==> config.mk <==
export PLATFORM = sky130hd
export DESIGN_NAME = sdram_port_arbiter
export DESIGN_NICKNAME = d
export VERILOG_FILES = /design/src/rtl/sdram_port_arbiter.sv
export SDC_FILE = /design/constraint.sdc
export NUM_CORES = 1
export LEC_CHECK = 0
export BUFFER_PORTS_ARGS = -buffer_cell sky130_fd_sc_hd__buf_2
export CAP_MARGIN = 15
export CORE_ASPECT_RATIO = 1.4
export CORE_MARGIN = 2
export CORE_UTILIZATION = 38
export DETAILED_ROUTE_END_ITERATION = 8
export GPL_ROUTABILITY_DRIVEN = 0
export PLACE_DENSITY = 0.81
export SLEW_MARGIN = 25
export SYNTH_ARGS = -nofsm -noshare
export SYNTH_HDL_FRONTEND = slang
export SYNTH_SLANG_ARGS = --single-unit
==> constraint.sdc <==
create_clock -name clk -period 2.4 [get_ports clk]
set_input_delay 0.36 -clock clk [delete_from_list [all_inputs] [get_ports clk]]
set_output_delay 0.36 -clock clk [all_outputs]
set_load 0.005 [all_outputs]
==> src/rtl/sdram_port_arbiter.sv <==
// sdram_port_arbiter: round-robin share of the SDRAM controller port with in-order burst ownership routing
module sdram_port_arbiter #(
  parameter int NUM_PORTS         = 2,
  parameter int BUS_WIDTH         = 8,
  parameter int PORT_ADDRESS_BITS = 21,
  parameter int BURST_LENGTH      = 8,
  parameter int OWNER_DEPTH       = 4
) (
  input  logic                                   clk,
  input  logic                                   rst,
  input  logic [NUM_PORTS-1:0]                   req,
  input  logic [NUM_PORTS-1:0]                   wren,
  input  logic [NUM_PORTS*PORT_ADDRESS_BITS-1:0] address,
  input  logic [NUM_PORTS*BUS_WIDTH-1:0]         wdata,
  output logic [NUM_PORTS-1:0]                   ready,
  output logic [NUM_PORTS-1:0]                   valid,
  output logic [BUS_WIDTH-1:0]                   rdata,
  output logic [2:0]                             offset,
  output logic                                   ctrl_req,
  output logic                                   ctrl_wren,
  output logic [PORT_ADDRESS_BITS-1:0]           ctrl_address,
  output logic [BUS_WIDTH-1:0]                   ctrl_to_mem,
  input  logic                                   ctrl_ready,
  input  logic                                   ctrl_valid,
  input  logic [2:0]                             ctrl_offset,
  input  logic [BUS_WIDTH-1:0]                   ctrl_from_mem,
  output logic                                   protocol_error
);
  localparam int PW = $clog2(NUM_PORTS);
  localparam int BW = $clog2(BURST_LENGTH);
  localparam int AW = $clog2(OWNER_DEPTH);
  localparam int CW = $clog2(OWNER_DEPTH + 1);
  logic [PW-1:0] rr_ptr, grant, head, first;
  logic [PW:0] sum;
  logic [PW-1:0] owner_q [OWNER_DEPTH];
  logic [AW-1:0] wr_ptr, rd_ptr;
  logic [CW-1:0] count;
  logic [BW-1:0] beat_cnt;
  logic [2*NUM_PORTS-1:0] req2;
  logic [NUM_PORTS-1:0] rot;
  logic accept, beat, pop;
  // requests rotated so bit 0 is the rr_ptr port; lowest set bit wins
  always_comb begin
    req2 = {req, req} >> rr_ptr;
    rot = req2[NUM_PORTS-1:0];
    first = '0;
    for (int p = NUM_PORTS - 1; p >= 0; p--)
      if (rot[p]) first = PW'(p);
    sum = (PW+1)'(rr_ptr) + (PW+1)'(first);
    grant = sum >= (PW+1)'(NUM_PORTS) ? PW'(sum - (PW+1)'(NUM_PORTS)) : PW'(sum);
    head = owner_q[rd_ptr];
    ctrl_req = |req && count < CW'(OWNER_DEPTH);
    accept = ctrl_req && ctrl_ready;
    ready = accept ? NUM_PORTS'(1) << grant : '0;
    beat = ctrl_valid && count != '0;
    pop = beat && beat_cnt == BW'(BURST_LENGTH - 1);
    valid = beat ? NUM_PORTS'(1) << head : '0;
    ctrl_wren = 1'b0;
    ctrl_address = '0;
    ctrl_to_mem = '0;
    for (int p = 0; p < NUM_PORTS; p++) begin
      if (PW'(p) == grant) begin
        ctrl_wren = wren[p];
        ctrl_address = address[p*PORT_ADDRESS_BITS +: PORT_ADDRESS_BITS];
      end
      if (PW'(p) == head) ctrl_to_mem = wdata[p*BUS_WIDTH +: BUS_WIDTH];
    end
    rdata = ctrl_from_mem;
    offset = ctrl_offset;
  end
  always_ff @(posedge clk) begin
    if (rst) begin
      rr_ptr <= '0;
      wr_ptr <= '0;
      rd_ptr <= '0;
      count <= '0;
      beat_cnt <= '0;
      protocol_error <= 1'b0;
    end else begin
      if (accept) begin
        owner_q[wr_ptr] <= grant;
        wr_ptr <= wr_ptr + 1'b1;
        rr_ptr <= grant == PW'(NUM_PORTS - 1) ? '0 : grant + 1'b1;
      end
      if (pop) rd_ptr <= rd_ptr + 1'b1;
      count <= count + CW'(accept) - CW'(pop);
      if (beat) beat_cnt <= pop ? '0 : beat_cnt + 1'b1;
      if (ctrl_valid && count == '0) protocol_error <= 1'b1;
    end
  end
endmodule

==> impl_metrics.ini, run 1 <==
[floorplan]
die_area_sq_mm = 0.004256
start_util_pct = 39.40
core.rowCount = 26
die_y_microns = 76.40
boundaryPins = 124
core_sq_mm = 0.003611
die_x_microns = 55.71

[placement]
place_inst = 257
dp_hpwl_microns = 2628
post-place-ws_ps = 255.5
numPortBuffers = 101
post_dp_cell_area_sq_mm = 0.001857

[timing]
min_period_ps = 2165
final-hold-violation-count = 0
setup_viol = 0
fin_skew_ps = 0.9334
finalCritPeriodShare_pct = 90.22
drv_slew = 0
worst_slew_pin_slew_ps = 472.2
timing.hold.ws_ps = 386.4
rsz0062_at_grt = no
fmax_ghz = 0.4618
timing.slew.headroom_pct = 68.33
final.setup.worst_slack_ps = 234.8
tns_ps = 0

[layout]
areaGrowthSynthToFinish_pct = 33.68
final_area_sq_mm = 0.001902
drive_above_1_share_pct = 63.93
final_core_util_pct = 52.67
antenna_cells = 0
nets = 305
fin_cells = 261

[clocking]
root_buffer = clkbuf_8
path_clk_slew_ps = 70
cts_buffers = 3
cts_max_path_buffers = 2
ctsResizeCount = 0
clock_sinks = 18
post_cts_buffers = 0
htree_levels = 1
tritoncts = yes
clock_latency_ps = 250
ctsHoldBuffers = 0

[route]
vias_per_cell = 4.816
antenna_left = 0
wl_per_cell_microns = 12.28
first_pass_iters = 2
vias = 1257
wirelength_microns = 3204
drc_errors = 0
drt_first_iter_violations = 26

[synthesis]
ys_async_sr_fraction_pct = 0
yosys_warnings = 0
avgSynthCellArea_sq_um = 10.94
ys_ff_latch = 18
ys_seq_area_share_pct = 28.14
synth_cell_types = 32
synth_cells = 130
ys.flop_type = dfxtp_1
syn_area_sq_mm = 0.001423
synth_edf_count = 4
synthesis.nets = 215

[status]
outcome = completed

[grt]
track_usage_pct = 14.57
antenna_found_initial = 0
grt_pass1_vias = 1206
grt-ovfl-total = 0
grt_max_degree = 30
grt_pass1_wl_microns = 5092

[critical_path]
critPathCaptureType = flip-flop
path_cells = ha_1, ha_1, o311ai_2, xor2_1, ha_1, fa_1, xnor2_1, xnor2_1, nor2_1
cp.arrival_ps = 2300
crit_top_cell = ha_1
crit_path_start_kind = flip-flop
slowest_delay_ps = 380
timing.rr.start = beat_cnt[0]
reg2reg_slack_ps = 230
r2r_cells = 9
crit_start = beat_cnt[0]
critPathMaxFanout = 6
crit_type = flip-flop to flip-flop
reg2reg_to = count[2]
critPathSlowestCell = fa_1
worstPathRequired_ps = 2540
endpoint = count[2]

[power]
p_total_mw = 0.9175
pwr_density_cell_mw_per_mm2 = 482.4
ir_worst_vdd_mv = 0.3213
power.leakage_nw = 0.9580

[worst_hold_path]
hp-class = input port to flip-flop

[job]
maxCapViolCount = 0
==> where the power goes <==
part	leakage (nW)	internal (mW)	switching (mW)	total, mW
combinational	0.784	0.201	0.142	0.343
clock	0.0231	0.114	0.100	0.214
sequential	0.151	0.334	0.0265	0.361
total	0.958	0.649	0.269	0.917
==> cell families (layout without fill, tap and decap cells) <==
family	Yosys count	in the layout	synth area share, %
AO/OA/AOI/OAI	17	17	8.004
flip-flops	18	18	28.14
adder cells (fa/ha/maj)	9	9	8.531
multiplexers	33	33	32.28
XOR/XNOR	4	4	2.463
AND/OR/NAND/NOR	27	27	10.29
buffers and inverters	22	111	10.29
==> critical path: cells and delay by family, from the launching register on <==
kind                     cells  cell delay, ps
adder cells (fa/ha/maj)      4             980
XOR/XNOR                     3             490
flip-flops                   1             350
AO/OA/AOI/OAI                1             160
AND/OR/NAND/NOR              1              50
==> worst min-delay path by stage <==
stage           startpoint          end  cells after the start
6_report        ctrl_ready       rr_ptr                      2
5_1_grt         ctrl_ready       rr_ptr                      2
4_1_cts         ctrl_ready       rr_ptr                      2
3_5_place_dp   beat_cnt[2]  beat_cnt[2]                      2
3_3_place_gp   beat_cnt[1]  beat_cnt[1]                      2
2_1_floorplan  beat_cnt[1]  beat_cnt[1]                      2
==> synthesized netlist by cell type (2+ instances only) <==
| cell type | n | area share, % |
|---|---|---|
| o21ai_0 | 3 | 1.1 |
| nor2_1 | 6 | 1.6 |
| nand2_1 | 4 | 1.1 |
| buf_6 | 3 | 2.4 |
| clkbuf_1 | 2 | 0.53 |
| xnor2_1 | 2 | 1.2 |
| a21oi_1 | 9 | 3.2 |
| dfxtp_1 | 14 | 20 |
| mux2_4 | 24 | 25 |
| nand3_1 | 3 | 1.1 |
| buf_4 | 11 | 5.8 |
| or3_1 | 2 | 0.88 |
| nor2b_1 | 3 | 1.3 |
| edfxtp_1 | 4 | 8.4 |
| mux2_2 | 7 | 5.5 |
| nor3b_1 | 4 | 2.1 |
| ha_1 | 7 | 6.2 |
| nand3b_1 | 2 | 1.1 |
| mux2i_1 | 2 | 1.4 |
| inv_1 | 5 | 1.3 |
| xor2_1 | 2 | 1.2 |
==> placed cells by master (no fill, tap or decap), types with 2 or more instances in the layout <==
cell type / Yosys / layout
or3_1: 2 / 2
mux2i_1: 2 / 2
nor2b_1: 3 / 3
edfxtp_1: 4 / 4
o21ai_0: 3 / 3
nand3b_1: 2 / 2
buf_2: 0 / 101
mux2_4: 24 / 24
inv_1: 5 / 5
mux2_2: 7 / 7
nor3b_1: 4 / 4
a21oi_1: 9 / 9
xnor2_1: 2 / 2
clkbuf_8: 0 / 3
xor2_1: 2 / 2
ha_1: 7 / 7
nand3_1: 3 / 3
nor2_1: 6 / 6
nand2_1: 4 / 4
dfxtp_1: 14 / 14
==> metal layers <==
| layer | global-route usage, % | vias up | routed length, microns |
|---|---|---|---|
| li1 | - | 624 | - |
| met4 | 8.293 | 0 | 116 |
| met5 | 0 | - | 0 |
| met1 | 14.71 | 571 | 1223 |
| met2 | 27.14 | 47 | 1640 |
| met3 | 2.716 | 15 | 224 |
==> area by class of cell <==
cell class                      instances  area [sq um]
Clock inverter                          1         3.754
Inverter                                6         22.52
Timing Repair Buffer                  101         505.5
Tap cell                               42         52.55
Sequential cell                        18         400.4
Fill cell                             348          1709
Clock buffer                            3         41.29
Multi-Input combinational cell         90         875.8
Power figures use the tool's default switching activity.
==> run 2: changes to the inputs <==
--- a/config.mk
+++ b/config.mk
@@ -5,13 +5,15 @@
 export SDC_FILE = /design/constraint.sdc
 export NUM_CORES = 1
 export LEC_CHECK = 0
+export ABC_AREA = 1
 export BUFFER_PORTS_ARGS = -buffer_cell sky130_fd_sc_hd__buf_2
-export CAP_MARGIN = 15
+export CAP_MARGIN = 10
 export CORE_ASPECT_RATIO = 1.4
 export CORE_MARGIN = 2
 export CORE_UTILIZATION = 38
 export DETAILED_ROUTE_END_ITERATION = 8
 export GPL_ROUTABILITY_DRIVEN = 0
+export GPL_TIMING_DRIVEN = 0
 export PLACE_DENSITY = 0.81
 export SLEW_MARGIN = 25
 export SYNTH_ARGS = -nofsm -noshare
==> run 2 against run 1 <==
First-iteration DRC count shrank 27%. Worst hold slack got worse by 62 ps. Area after synthesis down 2.6%. Sequential cell count stayed put. Non-clock buffer count up 26. Clock skew about the same. Largest power group is now combinational cells. Sequential share of layout area down 1.5 points. Global-route usage grew 1.3 points. Wire length is 5.9% higher. Final cell count rose by 48%. Fmax increased by 14%. Clock power hardly changed.
==> impl_metrics.ini, run 2 <==
[floorplan]
start_util_pct = 38.74
die_x_microns = 55.05
die_area_sq_mm = 0.004154
die_y_microns = 75.47
core.rowCount = 26
boundaryPins = 124
core_sq_mm = 0.003578

[power]
power.leakage_nw = 1.244
switchingPower_mw = 0.3075
intPower_mw = 0.6274
swShare_pct = 32.89
ir_worst_vdd_mv = 0.3409
p_total_mw = 0.9349
p_clk_share_pct = 23.0
pwr_density_cell_mw_per_mm2 = 457.3
power_frac_seq_pct = 38.1
comb_power_share_pct = 38.9

[critical_path]
worstPathRequired_ps = 2600
critPathMaxFanout = 5
cp.arrival_ps = 2100
crit_top_cell = ha_1
crit_path_start_kind = flip-flop
cp.buffers_inverters = 1
reg2reg_slack_ps = 500
critPathSlowestCell = fa_1
slowest_delay_ps = 490
cp_top_family = adder cells
critPathCaptureType = flip-flop
path_cells = ha_1, ha_1, nand3_1, nand3_1, nand2_1, ha_1, fa_1, inv_1, nor2_1
crit_type = flip-flop to flip-flop

[synthesis]
synth_top_area_share_pct = 31.14
synth_top_family_by_area = simple AND/OR/NAND/NOR gates
synthXorXnorAreaFrac_pct = 0.6318
avgSynthCellArea_sq_um = 6.054
synth_most_common_cell = nand2_1
syn_area_sq_mm = 0.001386
synth_edf_count = 4
ys.flop_type = dfxtp_1
synth-simple-area-share_pct = 43.32
synth_mux_area_share_pct = 0
yosys-top-cells-count = nand2_1 (115), nor2_1 (25), inv_1 (21)
ys_async_sr_fraction_pct = 0
synth_cells = 229
synth_cell_types = 23
synthesis.nets = 314
ys_seq_area_share_pct = 28.88
yosys_warnings = 0
synthAdderAreaFrac_pct = 7.762
synth.largest_area_cell = nand2_1
synth_compound_area_share_pct = 4.152
synth_area_leaders = nand2_1 (31%), dfxtp_1 (20%), edfxtp_1 (8.7%)
ys_ff_latch = 18

[layout]
final_area_sq_mm = 0.002044
fin_cells = 387
antenna_cells = 0
drive_above_1_share_pct = 40.00
n_fill_cell = 359
final_cell_mix = nand2_1 (115), buf_2 (114), nor2_1 (25)
area.sequential_sq_um = 400.4
nets = 431
areaGrowthSynthToFinish_pct = 47.47
multi_input_area_sq_um = 774.5
layout_commonest_cell = nand2_1

[clocking]
cts_max_path_buffers = 2
cts_buffers = 3
root_buffer = clkbuf_8
ctsResizeCount = 0
clock_latency_ps = 250
htree_levels = 1
post_cts_buffers = 0
ctsHoldBuffers = 0
tritoncts = yes
path_clk_slew_ps = 70
clock_sinks = 18

[route]
antenna_left = 0
drc_errors = 0
wl_per_cell_microns = 8.765
drt_first_iter_violations = 19
wirelength_microns = 3392
first_pass_iters = 3
vias = 1703
vias_per_cell = 4.401

[worst_hold_path]
hp-class = input port to flip-flop

[timing]
fin_skew_ps = 1.186
setup_viol = 0
fmax_ghz = 0.5260
rsz0062_at_grt = no
tns_ps = 0
final-hold-violation-count = 0
worst_slew_pin_slew_ps = 257.1
finalCritPeriodShare_pct = 79.22
drv_slew = 0
min_period_ps = 1901
timing.slew.headroom_pct = 82.76

[placement]
numPortBuffers = 112
dp_hpwl_microns = 2863
place_inst = 383
post_dp_cell_area_sq_mm = 0.001999

[grt]
grt_pass1_vias = 1299
track_usage_pct = 15.84
grt_max_degree = 14
antenna_found_initial = 0
grt_pass1_wl_microns = 4926
grt-ovfl-total = 0

[job]
maxCapViolCount = 0

[status]
outcome = completed
[run 2: cell types whose count changed after synthesis, moves of 3 or more]
cell     previous run  this run
nand2_1             4       115
mux2_4             24         0
nor2_1              6        25
inv_1               5        21
mux2_2              7         0
nand3_1             3        10
a21oi_1             9         4
nor3b_1             4         0
nor2b_1             3         0
[run 2: cell type report]
| cell class | count | share of cell area, % |
|---|---|---|
| multi-input combinational | 171 | 37.88 |
| timing repair buffer | 112 | 27.42 |
| sequential | 18 | 19.58 |
| buffer | 15 | 5.630 |
| inverter | 25 | 4.712 |
| tap | 42 | 2.570 |
| clock buffer | 3 | 2.020 |
| clock inverter | 1 | 0.1836 |
[run 2: worst register-to-register path, cell delays in order (launching register included)]
cell and delay (ps):
dfxtp_1 370, ha_1 170, ha_1 240, nand3_1 150
nand3_1 90, nand2_1 50, ha_1 190, fa_1 490
inv_1 40, nor2_1 60
[run 2: power groups by stage]
stage          clock, mW  sequential (mW)  combinational (mW)
3_3_place_gp           0            0.362               0.358
3_5_place_dp           0            0.363               0.366
2_1_floorplan          0            0.360               0.211
5_1_grt            0.227            0.361               0.424
4_1_cts            0.219            0.357               0.369
6_report           0.215            0.356               0.363
[run 2: stage by stage]
stage / setup slack (ps) / utilization (%) / hold WS [ps]
floorplan: 678.3 / - / 429.1
global placement: 523.4 / 55.87 / 442.7
detailed placement: 475.9 / 55.87 / 452.8
CTS: 468.5 / 57.13 / 322.2
global route: 322.6 / 57.13 / 324.3
finish: 498.8 / 57.13 / 324.6
[run 2: worst paths after layout]
path | startpoint | to | cells after the start
min | rst | count[1] | 2
min reg2reg | protocol_error | protocol_error | 1
max | beat_cnt[0] | count[1] | 9
max reg2reg | beat_cnt[0] | count[1] | 9
[run 2: layer usage]
| layer | vias up | track usage, % | share of wire (%) |
|---|---|---|---|
| li1 | 909 | - | - |
| met5 | - | 0 | 0 |
| met2 | 84 | 29.23 | 50 |
| met1 | 705 | 16.73 | 37 |
| met3 | 5 | 2.157 | 11 |
| met4 | 0 | 8.401 | 1.9 |
[run 2: kinds of logic (layout without fill, tap and decap cells)]
family                   after synthesis  after routing
AO/OA/AOI/OAI                          8              8
XOR/XNOR                               1              1
adder cells (fa/ha/maj)                8              8
buffers and inverters                 40            156
flip-flops                            18             18
AND/OR/NAND/NOR                      154            154
